--- src/rtl/i2s_receiver.sv ---
// I2S clock master and stereo capture: generates SCKI/BCK/LRCK from a free-running
// frame counter and deserialises MSB-first two's-complement samples from din.
module i2s_receiver #(
    parameter int WIDTH = 24,
    parameter int CNT_W = 9
) (
    input  logic             clk,
    input  logic             reset,
    input  logic             din,
    output logic             bck,
    output logic             lrck,
    output logic             scki,
    output logic [WIDTH-1:0] left,
    output logic [WIDTH-1:0] right
);

    localparam int SLOT_W = CNT_W - 4;
    localparam logic [SLOT_W-1:0] LAST_SLOT = SLOT_W'(WIDTH);

    logic [CNT_W-1:0]  cnt_q, cnt_d;
    logic [WIDTH-1:0]  sr_q, sr_d;
    logic [WIDTH-1:0]  left_q, left_d;
    logic [WIDTH-1:0]  right_q, right_d;

    logic [SLOT_W-1:0] slot;
    logic              sample_edge;
    logic [WIDTH-1:0]  shifted;

    assign slot        = cnt_q[CNT_W-2:3];
    assign sample_edge = (cnt_q[2:0] == 3'b011);
    assign shifted     = {sr_q[WIDTH-2:0], din};

    // Slot 0 is the I2S one-bit delay; slots past the sample width carry no data.
    always_comb begin
        cnt_d   = cnt_q + CNT_W'(1);
        sr_d    = sr_q;
        left_d  = left_q;
        right_d = right_q;
        if (sample_edge) begin
            if (slot == '0) begin
                sr_d = '0;
            end else if (slot <= LAST_SLOT) begin
                sr_d = shifted;
                if (slot == LAST_SLOT) begin
                    if (cnt_q[CNT_W-1]) begin
                        right_d = shifted;
                    end else begin
                        left_d = shifted;
                    end
                end
            end
        end
    end

    always_ff @(posedge clk or negedge reset) begin
        if (!reset) begin
            cnt_q   <= '0;
            sr_q    <= '0;
            left_q  <= '0;
            right_q <= '0;
        end else begin
            cnt_q   <= cnt_d;
            sr_q    <= sr_d;
            left_q  <= left_d;
            right_q <= right_d;
        end
    end

    // Clock outputs come straight from counter flops so they are glitch-free.
    assign scki  = cnt_q[0];
    assign bck   = cnt_q[2];
    assign lrck  = cnt_q[CNT_W-1];
    assign left  = left_q;
    assign right = right_q;

endmodule

--- config.mk ---
export PLATFORM = sky130hd
export DESIGN_NAME = i2s_receiver
export DESIGN_NICKNAME = d
export VERILOG_FILES = /design/src/rtl/i2s_receiver.sv
export SDC_FILE = /design/constraint.sdc
export NUM_CORES = 1
export LEC_CHECK = 0
export ABC_AREA = 1
export CAP_MARGIN = 10
export CORE_ASPECT_RATIO = 0.8
export CORE_MARGIN = 5
export CORE_UTILIZATION = 53
export DETAILED_ROUTE_END_ITERATION = 12
export GPL_TIMING_DRIVEN = 0
export PLACE_DENSITY = 0.76
export SLEW_MARGIN = 20
export SYNTH_ARGS = -nofsm -noshare
export SYNTH_HDL_FRONTEND = slang
export SYNTH_SLANG_ARGS = --single-unit
--- constraint.sdc ---
create_clock -name clk -period 1.75 [get_ports clk]
set_input_delay 0.525 -clock clk [delete_from_list [all_inputs] [get_ports clk]]
set_output_delay 0.525 -clock clk [all_outputs]
set_load 0.1 [all_outputs]
=== Word level (Yosys, flattened, before mapping) ===
Cells that the tools add are included.

* Word-level logic and storage cells: 17
* Register bits after elaboration: 80

* Reductions and logical operators: 5
* Order comparisons: 1
* Multiplexer cells: 2
* Bitwise operators: 2
* Equal/unequal tests: 2
* Add/subtract/negate cells: 1

{| class="wikitable"
|+ Operators with widths
! kind !! count
|-
| 23-bit two-way mux || 2
|-
| 5-bit AND reduction || 2
|-
| 9-bit by 1-bit adder with 9-bit output (second input constant) || 1
|-
| 5-bit == test (second input constant) || 1
|-
| 5-bit <= comparator (second input constant) || 1
|-
| 5-bit logical NOT || 1
|-
| 3-bit by 2-bit == test with 1-bit output (second input constant) || 1
|-
| 1-bit inverter || 2
|-
| 2-bit AND reduction || 1
|-
| 2-bit nonzero test || 1
|}

=== Depth between registers and ports, before layout ===
Gate-level depths: netlist (run 1).

* Depth in word-level cells: 3
* Gate-level depth with buffers: 8
* Gate-level depth less buffers: 7

=== Least setup slack after synthesis (run 1) ===
Ideal clock, no wire load.

* Path kind: flip-flop to flip-flop
* From: register cnt_q[0]
* To: register left_q[0] (netlist: left[0])
* Arrival: 2170 ps
* Buffers on the path: 1
* Slack: -542 ps
* Data required time: 1628 ps
* Stages on the path, launching flop included: 9
* Path through: dfrtp_1 -> ha_1 -> ha_1 -> nand2_1 -> nor2_4 -> nand4_2 -> buf_2 -> nand2_1 -> nand2_1

* Longest elaborated chain between the ends: 2

{| class="wikitable"
|+ RTL lines
! what !! RTL line !! RTL
|-
| start, declared || 20 || <nowiki>logic [CNT_W-1:0] cnt_q, cnt_d;</nowiki>
|-
| start signal, assigned || 62 || <nowiki>cnt_q <= cnt_d;</nowiki>
|-
| 3-bit by 2-bit == test with 1-bit output || 30 || <nowiki>assign sample_edge = (cnt_q[2:0] == 3'b011);</nowiki>
|-
| 5-bit AND reduction (no line) || n/a ||
|-
| end signal, assigned || 64 || <nowiki>left_q <= left_d;</nowiki>
|-
| end, declared || 22 || <nowiki>logic [WIDTH-1:0] left_q, left_d;</nowiki>
|}

No other way between the ends.
A chain may end at the register's enable or synchronous reset.

=== Final worst setup path (run 1) ===
* From: register cnt_q[2]
* To: output bck

{| class="wikitable"
|+ RTL lines
! what !! RTL line !! RTL
|-
| end, declared || 10 || <nowiki>output logic bck,</nowiki>
|}

No word-level cell between the ends.

==> flow_summary.yaml, run 1 <==
timing:
  fin_setup_tns_ns: 0
  tightestPinTransition_ns: 0.494
  finalCritPeriodShare_pct: 97.6
  slew_viol_final: 0
  hold_violations: 0
  fin_skew_ns: 0.00874
  finalSetupViolCount: 0
  fin_crit_ns: 1.71
  slew_headroom_pct: 67.3
  rsz0062_at_grt: "false"
  max_freq_ghz: 0.585
  worst_slack_ns: 0.0418
cells_and_area:
  stdcell_area_mm2: 0.00417
  layout_common_cells: "nand2_1 (199), dfrtp_1 (77), buf_2 (59), nand3_1 (54), inv_1 (29)"
  final_common_cell: "nand2_1"
  fin_nets: 479
  n_antenna_cell: 0
  drive_above_1_share_pct: 23.2
  synthToLayoutAreaGrowth_pct: 22.1
  fillers: 533
floorplan:
  core_mm2: 0.00631
  die_w_um: 99.7
  initial_core_util_pct: 54.1
  die_y_um: 81.8
  design.portCount: 54
  std_cell_rows: 26
  fp.dieArea_mm2: 0.00816
place:
  dp_hpwl_mm: 5.59
  placed_area_mm2: 0.00415
  io_buffers: 53
  pre_cts_slack_ns: -0.341
  gp_congestion: 0.789
critical_path:
  cp-end-kind: "primary output"
  path_max_fanout: 5
  r2r_cells: 8
  critical_path.slowest_cell: "buf_2"
  r2r_setup_slack_ns: 0.12
  r2r_end: "right[19]$_DFFE_PN0P_"
  crit_path_cell_trace: "buf_2"
  worstReg2RegStart: "cnt_q[0]$_DFF_PN0_"
  cp.depth: 1
  cpPeakStageDelay_ns: 0.44
  critPathLaunch: "cnt_q[2]$_DFF_PN0_"
  crit_buf_inv: 1
  crit_type: "flop to primary output"
  startpoint_type: "flop"
  endpoint: "bck"
  cp.arrival_ns: 1.18
  path_delay_family: "buffers and inverters"
  required_ns: 1.22
global_route:
  grt_max_degree: 52
  grt_antenna_before_repair: 0
  first_global_vias: 2849
  grt_first_pass_wirelength_mm: 13.9
  grt_usage_pct: 21.8
  grt_overflow: 0
yosys:
  yosysTopAreaCellShare_pct: 58.7
  synth.distinct_cells: 18
  ys_ff_latch: 80
  synthesis.nets: 407
  yosysSeqAreaShare_pct: 58.7
  syn_inst: 402
  synth_top_area_cell: "dfrtp_1"
  ys_top_cells_by_area: "dfrtp_1 (59%), nand2_1 (22%), nand3_1 (7.9%)"
  syn_area_per_cell_um2: 8.49
  syn-cell-area_mm2: 0.00341
  ys_warn_count: 0
routing:
  firstDrtPassIters: 4
  vias: 2825
  drt-total-wl_mm: 7.90
  drtIter0Drc: 199
  topRoutingLayerUsed: "met4"
  met1Wirelength_mm: 3.65
  antenna_left: 0
  vias_per_cell: 5.02
  drcViolationCount: 0
  wl_met2_mm: 3.50
  wl_met3_um: 618
  route.detailed.wl_per_inst_um: 14.0
worst_hold_path:
  worstHoldPathType: "input port to asynchronous set/reset pin"
power_and_ir_drop:
  powerDensity_mw_per_mm2: 803
  p_switching_uw: 730
  comb_power_share_pct: 1.7
  power.share.clock_pct: 42.6
  intPower_uw: 2610
  p_leak_uw: 0.00259
  ir_drop_v: 0.000517
  switching_share_pct: 21.8
  seq_power_share_pct: 55.7
clocking:
  cts_tree: "yes"
  cts_sinks: 80
  cts_buffers: 9
  h-tree-depth: 3
  cts_root_buf: "clkbuf_8"
  clkTransAtPathRegs_ns: 0.08
  insertion_delay_ns: 0.35
  clock_path_buffers: 2
run:
  cap_viol_max_count: 0
status:
  outcome: "completed"
## cells by family after synthesis
group	share of synthesized area [%]
AND/OR/NAND/NOR	32.4
flip-flops	58.7
buffers and inverters	6.89
XOR/XNOR	1.03
adder cells (fa/ha/maj)	0.733
AO/OA/AOI/OAI	0.257
## flip-flops by register name (all words and copies together), names as in the netlist
name   flops
cnt_q      9
left      24
right     24
sr_q      23
## layer usage
layer,vias up,GRT usage [%]
met1,1334,29.9
met5,-,0
met3,13,5.94
li1,1384,-
met4,0,7.78
met2,94,33.8
## power by group through the flow
stage               logic (µW)  registers [µW]  clock network (µW)
floorplan                 9.97            1890                   0
global placement          52.2            1900                   0
detailed placement        60.5            1900                   0
CTS                       60.4            1860                1460
global route              68.4            1860                1540
finish                    57.5            1860                1430
## worst min-delay path by stage
stage                         start               endpoint  slack [ns]  cells past startpoint
2_1_floorplan                 reset     cnt_q[1]$_DFF_PN0_        0.23                      0
3_3_place_gp   right[5]$_DFFE_PN0P_   right[5]$_DFFE_PN0P_        0.46                      2
3_5_place_dp   right[8]$_DFFE_PN0P_   right[8]$_DFFE_PN0P_        0.46                      2
4_1_cts                       reset    left[9]$_DFFE_PN0P_        0.10                      1
5_1_grt                       reset  right[12]$_DFFE_PN0P_        0.12                      1
6_report                      reset    left[9]$_DFFE_PN0P_        0.10                      1
## synthesized netlist by cell type
library cell	number
nand2_1	200
inv_2	2
xnor2_1	2
nand4_2	2
buf_4	3
nand4_1	1
xor2_1	2
nor2_1	3
buf_2	14
nand3_1	54
buf_1	1
ha_1	2
nor3_2	1
nor2_4	3
a21oi_2	1
inv_1	29
buf_6	2
dfrtp_1	80
## metrics by stage
stage          power [µW]  util (%)  hold WS, ns  instances
5_1_grt              3470      66.0        0.119        563
6_report             3340      66.0        0.104        563
3_3_place_gp         1950      65.3        0.455        539
4_1_cts              3380      65.1        0.103        556
2_1_floorplan        1900         -        0.229        402
3_5_place_dp         1960      65.7        0.459        540
## cell type report
class                           count  area [µm²]  share of cell area, %
Buffer                             20         138                   3.30
Clock buffer                       11         151                   3.63
Clock inverter                      5        63.8                   1.53
Inverter                           31         116                   2.79
Multi-Input combinational cell    271        1230                   29.4
Sequential cell                    80        2010                   48.2
Tap cell                           84         105                   2.52
Timing Repair Buffer               61         358                   8.59
## repair_timing
action / 4_1_cts / 5_1_grt
pin swaps: 0 / 3
resized for setup: 256 / 2
hold buffers: 0 / 0
endpoints found under the setup margin: 51 / 34
setup buffers: 0 / 7
endpoints found under the hold margin: 0 / 0
(Power assumes the default switching activity.)
==> run 2, diff against run 1 <==
--- a/config.mk
+++ b/config.mk
@@ -10,6 +10,7 @@
 export CORE_ASPECT_RATIO = 0.8
 export CORE_MARGIN = 5
 export CORE_UTILIZATION = 53
+export CTS_CLUSTER_SIZE = 8
 export DETAILED_ROUTE_END_ITERATION = 12
 export GPL_TIMING_DRIVEN = 0
 export PLACE_DENSITY = 0.76
==> constraint.sdc (replaced) <==
create_clock -name clk -period 1.75 [get_ports clk]
set_input_delay 0.525 -clock clk [delete_from_list [all_inputs] [get_ports clk]]
set_output_delay 0.525 -clock clk [all_outputs]
set_load 0.05 [all_outputs]
==> run 2 against run 1 <==
Effect of this change: clock-buffer cell count decreased by 2; core utilization shrank 0.079 points; first-iteration DRC count increased by 11%; register-to-register slack got worse by 0.02 ns; global-route usage shrank 1.5 points; combinational power decreased by 2%; non-clock buffer count fell by 4; worst setup slack got worse by 0.0033 ns; die area stayed put; highest routed layer unchanged; wire length down 4.2%; maximum frequency shrank 0.19%; clock skew fell by 0.0013 ns.
==> flow_summary.yaml, run 2 (synthesis results as in run 1) <==
status:
  outcome: "completed"
critical_path:
  r2r_cells: 8
  critical_path.slowest_cell: "clkdlybuf4s15_1"
  crit_path_cell_trace: "clkdlybuf4s15_1"
  required_ns: 1.22
  cp-end-kind: "primary output"
  path_max_fanout: 2
  cpPeakStageDelay_ns: 0.50
  worstReg2RegStart: "cnt_q[0]$_DFF_PN0_"
  crit_type: "flop to primary output"
  startpoint_type: "flop"
  r2r_setup_slack_ns: 0.10
  path_delay_family: "buffers and inverters"
  crit_buf_inv: 1
  r2r_end: "left[11]$_DFFE_PN0P_"
  cp.arrival_ns: 1.19
power_and_ir_drop:
  powerDensity_mw_per_mm2: 773
  ir_drop_v: 0.000835
  finalPower_uw: 3220
  p_leak_uw: 0.00249
routing:
  drt-total-wl_mm: 7.57
  firstDrtPassIters: 4
  route.detailed.wl_per_inst_um: 13.6
  vias_per_cell: 4.93
  drcViolationCount: 0
  vias: 2751
  antenna_left: 0
  drtIter0Drc: 220
clocking:
  clkTransAtPathRegs_ns: 0.08
  cts_tree: "yes"
  insertion_delay_ns: 0.35
  cts_sinks: 80
  h-tree-depth: 3
  clock_path_buffers: 2
  cts_root_buf: "clkbuf_8"
  cts_buffers: 9
  hold_buffers: 0
floorplan:
  initial_core_util_pct: 54.1
  std_cell_rows: 26
  design.portCount: 54
  die_w_um: 99.7
  core_mm2: 0.00631
  fp.dieArea_mm2: 0.00816
  die_y_um: 81.8
timing:
  tightestPinTransition_ns: 0.499
  hold_violations: 0
  slew_headroom_pct: 66.7
  max_freq_ghz: 0.584
  slew_viol_final: 0
  finalSetupViolCount: 0
  finalCritPeriodShare_pct: 97.8
  fin_skew_ns: 0.00741
  fin_crit_ns: 1.71
place:
  io_buffers: 53
  dp_hpwl_mm: 5.14
  dp_cells: 540
  gp_congestion: 0.805
cells_and_area:
  drive_above_1_share_pct: 21.3
  final_cells: 558
  multi_input_area_mm2: 0.00121
  fillers: 524
  regArea_mm2: 0.00200
  synthToLayoutAreaGrowth_pct: 21.9
  layout_common_cells: "nand2_1 (199), dfrtp_1 (79), nand3_1 (54), clkbuf_2 (35), inv_1 (29)"
  n_antenna_cell: 0
  fin_nets: 475
  final_common_cell: "nand2_1"
global_route:
  grt_max_degree: 43
  grt_antenna_before_repair: 0
  first_global_vias: 2705
  grt_first_pass_wirelength_mm: 12.9
  grt_usage_pct: 20.4
  grt_overflow: 0
worst_hold_path:
  worstHoldPathType: "input port to asynchronous set/reset pin"
run:
  cap_viol_max_count: 0
## run 2: cell types whose count changed in the layout (fill, tap and decap cells not counted), moves of 3 or more
| cell | delta |
|---|---|
| buf_2 | -48 |
| clkbuf_2 | +34 |
| clkdlybuf4s15_2 | +13 |
| buf_4 | -3 |
| clkinv_2 | +3 |
## run 2: area by class of cell
| cell class | count | area share [%] |
|---|---|---|
| clock buffers | 9 | 2.98 |
| well taps | 84 | 2.53 |
| inverters | 31 | 2.80 |
| flip-flops and latches | 80 | 48.1 |
| multi-input cells | 271 | 29.0 |
| clock inverters | 6 | 1.47 |
| repair buffers | 59 | 10.1 |
| plain buffers | 18 | 2.92 |
## run 2: per-stage QoR
| stage | worst slack (ns) | hold WS (ns) | setup TNS, ns | util, % | instance area, µm² |
|---|---|---|---|---|---|
| detailed placement | -0.148 | 0.458 | -4.78 | 64.7 | 4080 |
| global route | -0.00874 | 0.169 | -0.0463 | 65.9 | 4160 |
| finish | 0.0385 | 0.128 | 0 | 65.9 | 4160 |
| CTS | 0.000164 | 0.135 | 0 | 68.7 | 4330 |
| global placement | -2.87 | 0.455 | -209.44 | 64.4 | 4060 |
| floorplan | 0.0175 | 0.229 | 0 | - | 3430 |
## run 2: per-layer routing
metal,part of all wire (%),GRT usage (%),up-vias
met5,0,0,-
met4,1.0,5.73,0
met3,7.4,5.86,8
met2,44,31.8,80
met1,48,28.0,1290
li1,-,-,1373
## run 2: worst max path at each step
stage                                from                    end  cells past startpoint
floorplan              cnt_q[0]$_DFF_PN0_    left[0]$_DFFE_PN0P_                      8
global placement                    reset     cnt_q[0]$_DFF_PN0_                      1
detailed placement     cnt_q[0]$_DFF_PN0_   left[13]$_DFFE_PN0P_                      8
CTS                 right[20]$_DFFE_PN0P_              right[20]                      1
global route           cnt_q[0]$_DFF_PN0_  right[13]$_DFFE_PN0P_                      8
finish               right[9]$_DFFE_PN0P_               right[9]                      1
## run 2: report_power, final
group          internal (µW)  switching, µW  total (µW)  leakage, µW
Combinational           13.2           43.3        56.6      0.00131
Sequential              1850           7.55        1860      0.00108
Clock                    645            655        1300    0.0000948
## run 2: timing repair
| action | in CTS | in global routing |
|---|---|---|
| resized for setup | 119 | 44 |
| setup endpoints to repair | 91 | 74 |
| pin swaps | 1 | 1 |
| buffers inserted | 4 | 1 |
